===== src/rtl/rr_priority_arbiter_4_if.sv =====
`default_nettype none
// ============================================================================
// Module   : rr_priority_arbiter_4_if
// Brief    : Request/grant bundle between four masters and the arbiter.
// Revision : 1.0 - initial release
// ============================================================================
interface rr_priority_arbiter_4_if;
  logic [3:0] req;
  logic       rr_en;
  logic [3:0] gnt;
  logic [1:0] gnt_id;
  logic       gnt_valid;

  modport master (
    output req,
    output rr_en,
    input  gnt,
    input  gnt_id,
    input  gnt_valid
  );

  modport slave (
    input  req,
    input  rr_en,
    output gnt,
    output gnt_id,
    output gnt_valid
  );
endinterface
`default_nettype wire


===== src/rtl/rr_priority_arbiter_4.sv =====
`default_nettype none
// ============================================================================
// Module   : rr_priority_arbiter_4
// Brief    : 4-requester fixed-priority / round-robin arbiter with grant hold
//            until release and a hold limit against starvation.
// Revision : 1.0 - initial release
// ============================================================================
module rr_priority_arbiter_4 #(
  parameter int unsigned MAX_HOLD = 8
) (
  input  wire                            clk,
  input  wire                            reset_n,
  rr_priority_arbiter_4_if.slave         bus
);

  localparam int unsigned c_cnt_w = 8;
  localparam logic [c_cnt_w-1:0] c_max_hold = c_cnt_w'(MAX_HOLD);

  typedef enum logic [0:0] {
    IDLE  = 1'b0,
    GRANT = 1'b1
  } state_t;

  state_t             r_state;
  logic [3:0]         r_gnt;
  logic [1:0]         r_gnt_id;
  logic               r_gnt_valid;
  logic [1:0]         r_owner;
  logic [1:0]         r_last;
  logic [c_cnt_w-1:0] r_hold_cnt;

  logic [1:0]         w_win;
  logic [1:0]         w_idx;
  logic               w_found;
  logic               w_others;
  logic               w_release;

  // Round-robin search starts just below the last released owner and
  // wraps, so that owner is visited last.
  always_comb begin
    w_win   = 2'd0;
    w_idx   = 2'd0;
    w_found = 1'b0;
    if (!bus.rr_en) begin
      for (int i = 0; i < 4; i++) begin
        if (bus.req[i]) begin
          w_win = 2'(i);
        end
      end
    end else begin
      for (int k = 1; k <= 4; k++) begin
        w_idx = r_last - 2'(k);
        if (!w_found && bus.req[w_idx]) begin
          w_win   = w_idx;
          w_found = 1'b1;
        end
      end
    end
  end

  assign w_others  = |(bus.req & ~r_gnt);
  assign w_release = !bus.req[r_owner] ||
                     ((r_hold_cnt >= c_max_hold) && w_others);

  always_ff @(posedge clk or negedge reset_n) begin
    if (!reset_n) begin
      r_state     <= IDLE;
      r_gnt       <= 4'b0000;
      r_gnt_id    <= 2'd0;
      r_gnt_valid <= 1'b0;
      r_owner     <= 2'd0;
      r_last      <= 2'd0;
      r_hold_cnt  <= '0;
    end else begin
      case (r_state)
        IDLE: begin
          if (|bus.req) begin
            r_state     <= GRANT;
            r_gnt       <= 4'b0001 << w_win;
            r_gnt_id    <= w_win;
            r_gnt_valid <= 1'b1;
            r_owner     <= w_win;
            r_hold_cnt  <= c_cnt_w'(1);
          end
        end
        GRANT: begin
          // A release edge only clears; the next winner is picked one edge later.
          if (w_release) begin
            r_state     <= IDLE;
            r_gnt       <= 4'b0000;
            r_gnt_id    <= 2'd0;
            r_gnt_valid <= 1'b0;
            r_last      <= r_owner;
            r_hold_cnt  <= '0;
          end else if (r_hold_cnt < c_max_hold) begin
            r_hold_cnt  <= r_hold_cnt + c_cnt_w'(1);
          end
        end
        default: begin
          r_state <= IDLE;
        end
      endcase
    end
  end

  assign bus.gnt       = r_gnt;
  assign bus.gnt_id    = r_gnt_id;
  assign bus.gnt_valid = r_gnt_valid;

endmodule
`default_nettype wire


===== src/flat_wrapper.sv =====
// flat-port wrapper written by rule: the top's interface ports become plain ports
module rr_priority_arbiter_4_flat 
#(
  parameter int unsigned MAX_HOLD = 8
)
  (clk, reset_n, bus_req, bus_rr_en, bus_gnt, bus_gnt_id, bus_gnt_valid);
  rr_priority_arbiter_4_if bus_i ();
  input  wire clk;
  input  wire reset_n;
  input wire logic [$bits(bus_i.req)-1:0] bus_req;
  input wire logic [$bits(bus_i.rr_en)-1:0] bus_rr_en;
  output wire logic [$bits(bus_i.gnt)-1:0] bus_gnt;
  output wire logic [$bits(bus_i.gnt_id)-1:0] bus_gnt_id;
  output wire logic [$bits(bus_i.gnt_valid)-1:0] bus_gnt_valid;
  assign bus_i.req = bus_req;
  assign bus_i.rr_en = bus_rr_en;
  assign bus_gnt = bus_i.gnt;
  assign bus_gnt_id = bus_i.gnt_id;
  assign bus_gnt_valid = bus_i.gnt_valid;
  rr_priority_arbiter_4 #(.MAX_HOLD(MAX_HOLD)) u_core (.clk(clk), .reset_n(reset_n), .bus(bus_i));
endmodule

===== config.mk =====
export PLATFORM = sky130hd
export DESIGN_NAME = rr_priority_arbiter_4_flat
export DESIGN_NICKNAME = d
export VERILOG_FILES = /design/src/rtl/rr_priority_arbiter_4_if.sv /design/src/rtl/rr_priority_arbiter_4.sv /design/src/flat_wrapper.sv
export SDC_FILE = /design/constraint.sdc
export NUM_CORES = 1
export LEC_CHECK = 0
export CAP_MARGIN = 20
export CORE_MARGIN = 1.5
export CORE_UTILIZATION = 57
export CTS_CLUSTER_DIAMETER = 200
export DETAILED_ROUTE_END_ITERATION = 8
export HOLD_SLACK_MARGIN = 0.15
export PLACE_DENSITY = 0.91
export SYNTH_ARGS = -nofsm -noshare
export SYNTH_HDL_FRONTEND = slang
export SYNTH_SLANG_ARGS = --single-unit

===== constraint.sdc =====
create_clock -name clk -period 3.4 [get_ports clk]
set_input_delay 0.51 -clock clk [delete_from_list [all_inputs] [get_ports clk]]
set_output_delay 0.51 -clock clk [all_outputs]
set_load 0.005 [all_outputs]

Word level (Yosys, flattened, before mapping)
Index checks and enable logic that the tools add are counted.
- bits in writable memories: 0
- memories kept: 0
- logic and storage cells: 80
- input port bits: 7
- bits in read-only memories: 0
- output and inout port bits: 7
- latch bits: 0
- flip-flop bits (word level): 20
- shifts and indexed selects: 1
- $mul: 0
- reductions and logical operators: 15
- bitwise operators: 3
- divide/modulo/power cells: 0
- multiplexer cells: 40
- equal/unequal tests: 3
- add/subtract/negate cells: 4
- magnitude comparators: 7
- operator list (cell ; number):
    8-bit 2-to-1 mux ; 3
    2-bit 2-to-1 mux ; 9
    1-bit 2-to-1 mux ; 16
    8-bit case mux with 2 select lines ; 1
    2-bit by 3-bit < comparator with 1-bit output, second input constant ; 5
    1-bit binary-select mux with 2-bit select ; 5
    8-bit by 1-bit adder with 8-bit output, second input constant ; 1
    8-bit by 4-bit greater-or-equal comparator with 1-bit output, second input constant ; 1
    8-bit by 4-bit < comparator with 1-bit output, second input constant ; 1
    4-bit 2-to-1 mux ; 2
    4-bit case mux with 2 select lines ; 1
    2-bit AND reduction ; 4
    4-bit OR reduction ; 2
    4-bit AND ; 1
    1-bit logical AND ; 4
    1-bit zero test ; 4
    4-bit NOT ; 1
    1-bit case mux with 2 select lines ; 2
    2-bit case mux with 2 select lines ; 1
    1-bit by 2-bit << shifter with 4-bit output, first input constant ; 1
    2-bit subtractor, second input constant ; 2
    3-bit inequality test, second input constant ; 1
    2-bit by 1-bit inequality test with 1-bit output, second input constant ; 1
    2-bit inequality test, second input constant ; 1
    other kinds (3) ; 3

Longest topological paths before layout
- word-level depth: 20
- gate-level depth with buffers: 7
- mapped depth without buffers: 5

Least setup slack after synthesis
No wires, ideal clock.
- path kind: in2reg
- from: input bus_req[2]
- to: register u_core.r_gnt[2] (netlist: u_core.bus.gnt[2])
- library setup time: 0.121 ns
- required time: 3.279 ns
- stages: 6
- buffers on the path: 2
- slack: 1.608 ns
- arrival: 1.671 ns
- cells stage by stage: buf_6 > mux4_2 > o21ai_4 > a21oi_2 > buf_6 > a22o_1
- longest elaborated chain between the ends: 19
- elaborated cells on any way between the ends: 41
- those cells by class: eq/ne (2); shift (1); mux (25); bitwise (1); reduce/logical (12)
- RTL lines (element ; RTL line ; text):
    start, declared ; flat_wrapper.sv:10 ; input wire logic [$bits(bus_i.req)-1:0] bus_req;
    1-bit binary-select mux with 2-bit select ; rr_priority_arbiter_4.sv:53 ; if (!w_found && bus.req[w_idx]) begin
    1-bit 2-to-1 mux (not written as such) ; rr_priority_arbiter_4.sv:53 ;
    1-bit 2-to-1 mux ; rr_priority_arbiter_4.sv:53 ;
    1-bit 2-to-1 mux ; rr_priority_arbiter_4.sv:44 ; if (!bus.rr_en) begin
    1-bit zero test ; rr_priority_arbiter_4.sv:53 ;
    1-bit logical AND ; rr_priority_arbiter_4.sv:53 ;
    1-bit 2-to-1 mux ; rr_priority_arbiter_4.sv:53 ;
    1-bit 2-to-1 mux ; rr_priority_arbiter_4.sv:44 ;
    [... 3 more ...] ; -- ;
    1-bit 2-to-1 mux ; rr_priority_arbiter_4.sv:44 ;
    1-bit zero test ; rr_priority_arbiter_4.sv:53 ;
    1-bit logical AND ; rr_priority_arbiter_4.sv:53 ;
    2-bit 2-to-1 mux ; rr_priority_arbiter_4.sv:53 ;
    2-bit 2-to-1 mux ; rr_priority_arbiter_4.sv:44 ;
    1-bit by 2-bit << shifter with 4-bit output ; rr_priority_arbiter_4.sv:79 ; r_gnt <= 4'b0001 << w_win;
    4-bit 2-to-1 mux ; rr_priority_arbiter_4.sv:77 ; if (|bus.req) begin
    4-bit case mux with 2 select lines ; rr_priority_arbiter_4.sv:75 ; case (r_state)
    end signal, assigned ; rr_priority_arbiter_4.sv:79 ;
    end, declared ; rr_priority_arbiter_4.sv:25 ; logic [3:0] r_gnt;
Several ways; a longest one is shown, not always the timed one. The select of a mux whose other input is x is not followed.
A chain may end at the register's enable or synchronous reset.

Final worst setup path
- from: input bus_req[0]
- to: register u_core.r_gnt[3] (netlist: u_core.bus.gnt[3])
The elaborated chain is that of the path after synthesis.

==> qor.log <==
qor: setup_path.crit_chain clkdlybuf4s50_1 > a21oi_1 > o2111a_1 > a311oi_1 > inv_1 > a22o_1
qor: route.antenna_violating_nets_post_route 0
qor: sta.rsz0062_at_grt false
qor: sta.timing_max_transition_violations_final 0
qor: power.static-leakage-power 0.551 nW
qor: cts.tritoncts.num_buffers 3
qor: yosys.yosys_most_used_dff sky130_fd_sc_hd__dfrtp_1
qor: finish.final_nets 122
qor: cts.htree_num_levels 1
qor: global_routing.first_global_vias 771
qor: global_routing.grt_usage 25.8%
qor: global_routing.grt_first_pass_wirelength 3570 µm
qor: cts.post_cts_hold_buffer_count 0
qor: yosys.synth_edf_count 0
qor: cts.clockBufferDepth 2
qor: finish.most_frequent_standard_cell_in_the_layout_excluding_fill_and_tap_cells sky130_fd_sc_hd__dfrtp_1
qor: die.die_width 45.7 µm
qor: cts.cts.repair_timing.setup_buffer_count 0
qor: finish.finish.utilization 69.2%
qor: route.routed-via-count 805
qor: die.floorplan.core_area 1730 µm²
qor: sta.worst_pin_slew 0.885 ns
qor: global_routing.grt.overflow.total 0
qor: cts.ctsResizeCount 0
qor: sta.period_share 61.3%
qor: sta.finalSetupTns 0 ns
qor: cts.cts_tree yes
qor: global_routing.antenna_violations_before_repair 0
qor: placed_design.place.detailed.hpwl 1570 µm
qor: yosys.synth_cell_types 37
qor: yosys.post-synth-top-area-cell sky130_fd_sc_hd__dfrtp_1
qor: yosys.synthDominantCellAreaShare 48.2%
qor: route.drt-wirelength-per-cell 15.4 µm
qor: setup_path.crit_path_max_fanout 7
qor: die.vertical_die_dimension 45.7 µm
qor: yosys.yosys-top-cells-area sky130_fd_sc_hd__dfrtp_1 48%, sky130_fd_sc_hd__a21o_1 4.3%, sky130_fd_sc_hd__nand2_1 2.5%
qor: finish.drive_above_1_share 8.11%
qor: sta.final.setup_skew 0.00418 ns
qor: sta.worst_hold_slack 0.492 ns
qor: cts.cts.root.buffer_cell sky130_fd_sc_hd__clkbuf_4
qor: finish.flow.area_growth_from_synthesis 15.1%
qor: sta.setup_viol 0
qor: setup_path.critical_path.n_buffers_inverters 2
qor: cts.clock_insertion_delay_worst_skew 0.30 ns
qor: yosys.postSynthRegisterBits 20
qor: yosys.syn_area_per_cell 10.6 µm²
qor: route.postRouteWirelength 2090 µm
qor: route.drc 0
qor: sta.timing.slew.headroom 40.8%
qor: setup_path.slowest_delay 0.61 ns
qor: cts.clock_sink_count 20
qor: die.num_rows 15
qor: power.ir_worst_vdd 0.525 mV
qor: setup_path.category_of_the_worst_setup_path_capture_point register
qor: die.io_pins 14
qor: placed_design.port_buffers 13
qor: sta.finalCriticalPeriod 2.09 ns
qor: setup_path.path_class in -> reg
qor: finish.antenna-diode-count 0
qor: route.detail_route.first_pass.iterations 4
qor: route.post_drt_via_cell_ratio 5.92
qor: yosys.synth.yosys.seq_area_share 48.2%
qor: setup_path.cp-start-kind input pin
qor: setup_path.critical_path_arrival 2.28 ns
qor: setup_path.required 3.59 ns
qor: hold_path.hold_path.class reg -> reg
qor: sta.max_clock_freq 0.480 GHz
qor: die.dieArea 2090 µm²
qor: cts.cts.reportedPaths.clkPinSlew 0.10 ns
qor: yosys.synthesized_area 1040 µm²
qor: run.cap_viol_max_count 0
qor: yosys.netlist_instances 98
qor: yosys.ys.warnings.count 0
qor: power.power_density 762 nW/µm²
qor: setup_path.crit_slowest_cell sky130_fd_sc_hd__clkdlybuf4s50_1
qor: die.start_util 60.1%
qor: placed_design.gp_routability_congestion 0.888
qor: route.dr.first_iter.drc_count 38
qor: yosys.synth_async_sr_flop_share 100%
qor: finish.nFillCells 142
qor: setup_path.critical-path-top-delay-family compound AO/OA/AOI/OAI gates
qor: global_routing.grt_max_degree 21
qor: yosys.synth.net_count 107
qor: sta.hold_viol_final 0
qor: status.status finished, final reports clean
qor: finish.mostFrequentLayoutCells 20 x sky130_fd_sc_hd__dfrtp_1, 13 x sky130_fd_sc_hd__clkdlybuf4s50_1, 7 x sky130_fd_sc_hd__nand2_1
## worst register-to-register path, stage by stage, from the launching register on
cell and delay (ns):
sky130_fd_sc_hd__dfrtp_1 0.42, sky130_fd_sc_hd__nor3_1 0.24, sky130_fd_sc_hd__and2_1 0.28, sky130_fd_sc_hd__o21ai_4 0.11
sky130_fd_sc_hd__a21oi_2 0.37, sky130_fd_sc_hd__a22o_1 0.23
## state kept, by name, indices dropped and copies added, names as in the netlist
signal,cells
u_core.r_last,2
u_core.r_owner,2
u_core.r_hold_cnt,8
u_core.r_state,1
u_core.bus.gnt,4
u_core.bus.gnt_id,2
u_core.bus.gnt_valid,1
## per-stage QoR
step / instances / setup slack [ns] / area [µm²] / total power [mW]
finish: 136 / 1.31 / 1190 / 0.910
detailed placement: 133 / 0.999 / 1170 / 0.804
floorplan: 98 / 1.61 / 1040 / 0.668
global placement: 133 / 1.07 / 1170 / 0.785
CTS: 136 / 1.33 / 1190 / 0.915
global route: 136 / 1.21 / 1190 / 0.979
## cell usage after synthesis (all sizes together) (3+ instances only)
cell type  count
and2           3
inv            6
nand2          8
dfrtp         20
buf            3
a31oi          4
nand2b         3
nor2           5
a21oi          6
o21ai          3
a21o           6
## layer usage
| layer | part of all wire [%] | GRT usage [%] | vias up |
|---|---|---|---|
| met5 | 0 | 0 | - |
| met4 | 3.4 | 15.9 | 0 |
| met3 | 3.5 | 7.14 | 7 |
| met2 | 48 | 40.6 | 19 |
| met1 | 45 | 31.0 | 393 |
| li1 | - | - | 386 |
## layout make-up
| class | instances | area [µm²] | area share [%] |
|---|---|---|---|
| clock buffers | 3 | 22.5 | 1.88 |
| well taps | 25 | 31.3 | 2.62 |
| flip-flops and latches | 20 | 500 | 41.9 |
| inverters | 6 | 22.5 | 1.88 |
| repair buffers | 13 | 130 | 10.9 |
| multi-input cells | 69 | 488 | 40.8 |
## final timing paths
check                                                      start                               end  slack, ns  cells after the start
worst max-delay path                                  bus_req[0]     u_core.bus.gnt[3]$_DFFE_PN0P_       1.31                      6
max in group asynchronous                                reset_n     u_core.bus.gnt[0]$_DFFE_PN0P_       2.16                      1
worst max register to register  u_core.r_hold_cnt[4]$_DFFE_PN0P_     u_core.bus.gnt[3]$_DFFE_PN0P_       1.69                      5
worst min-delay path            u_core.bus.gnt_id[0]$_DFFE_PN0P_  u_core.bus.gnt_id[0]$_DFFE_PN0P_       0.49                      1
worst min register to register  u_core.bus.gnt_id[0]$_DFFE_PN0P_  u_core.bus.gnt_id[0]$_DFFE_PN0P_       0.49                      1
min in group asynchronous                                reset_n  u_core.r_hold_cnt[1]$_DFFE_PN0P_       0.70                      1
## kinds of logic (layout without fill, tap and decap cells)
logic type	after synthesis	in the layout	synth area share (%)
DFF	20	20	48.2
xor gates and xnor gates	2	2	1.69
AOI/OAI and AO/OA	32	32	23.3
adders and majority gates	2	2	2.41
and+or+nand+nor	30	30	15.3
muxes	3	3	4.34
buffers and inverters	9	22	4.82
## power breakdown
part / total (mW) / internal [mW] / switching, mW
logic: 0.390 / 0.206 / 0.185
clock network: 0.111 / 0.0414 / 0.0691
registers: 0.409 / 0.319 / 0.0899
total: 0.910 / 0.567 / 0.344
(Power assumes the default switching activity.)
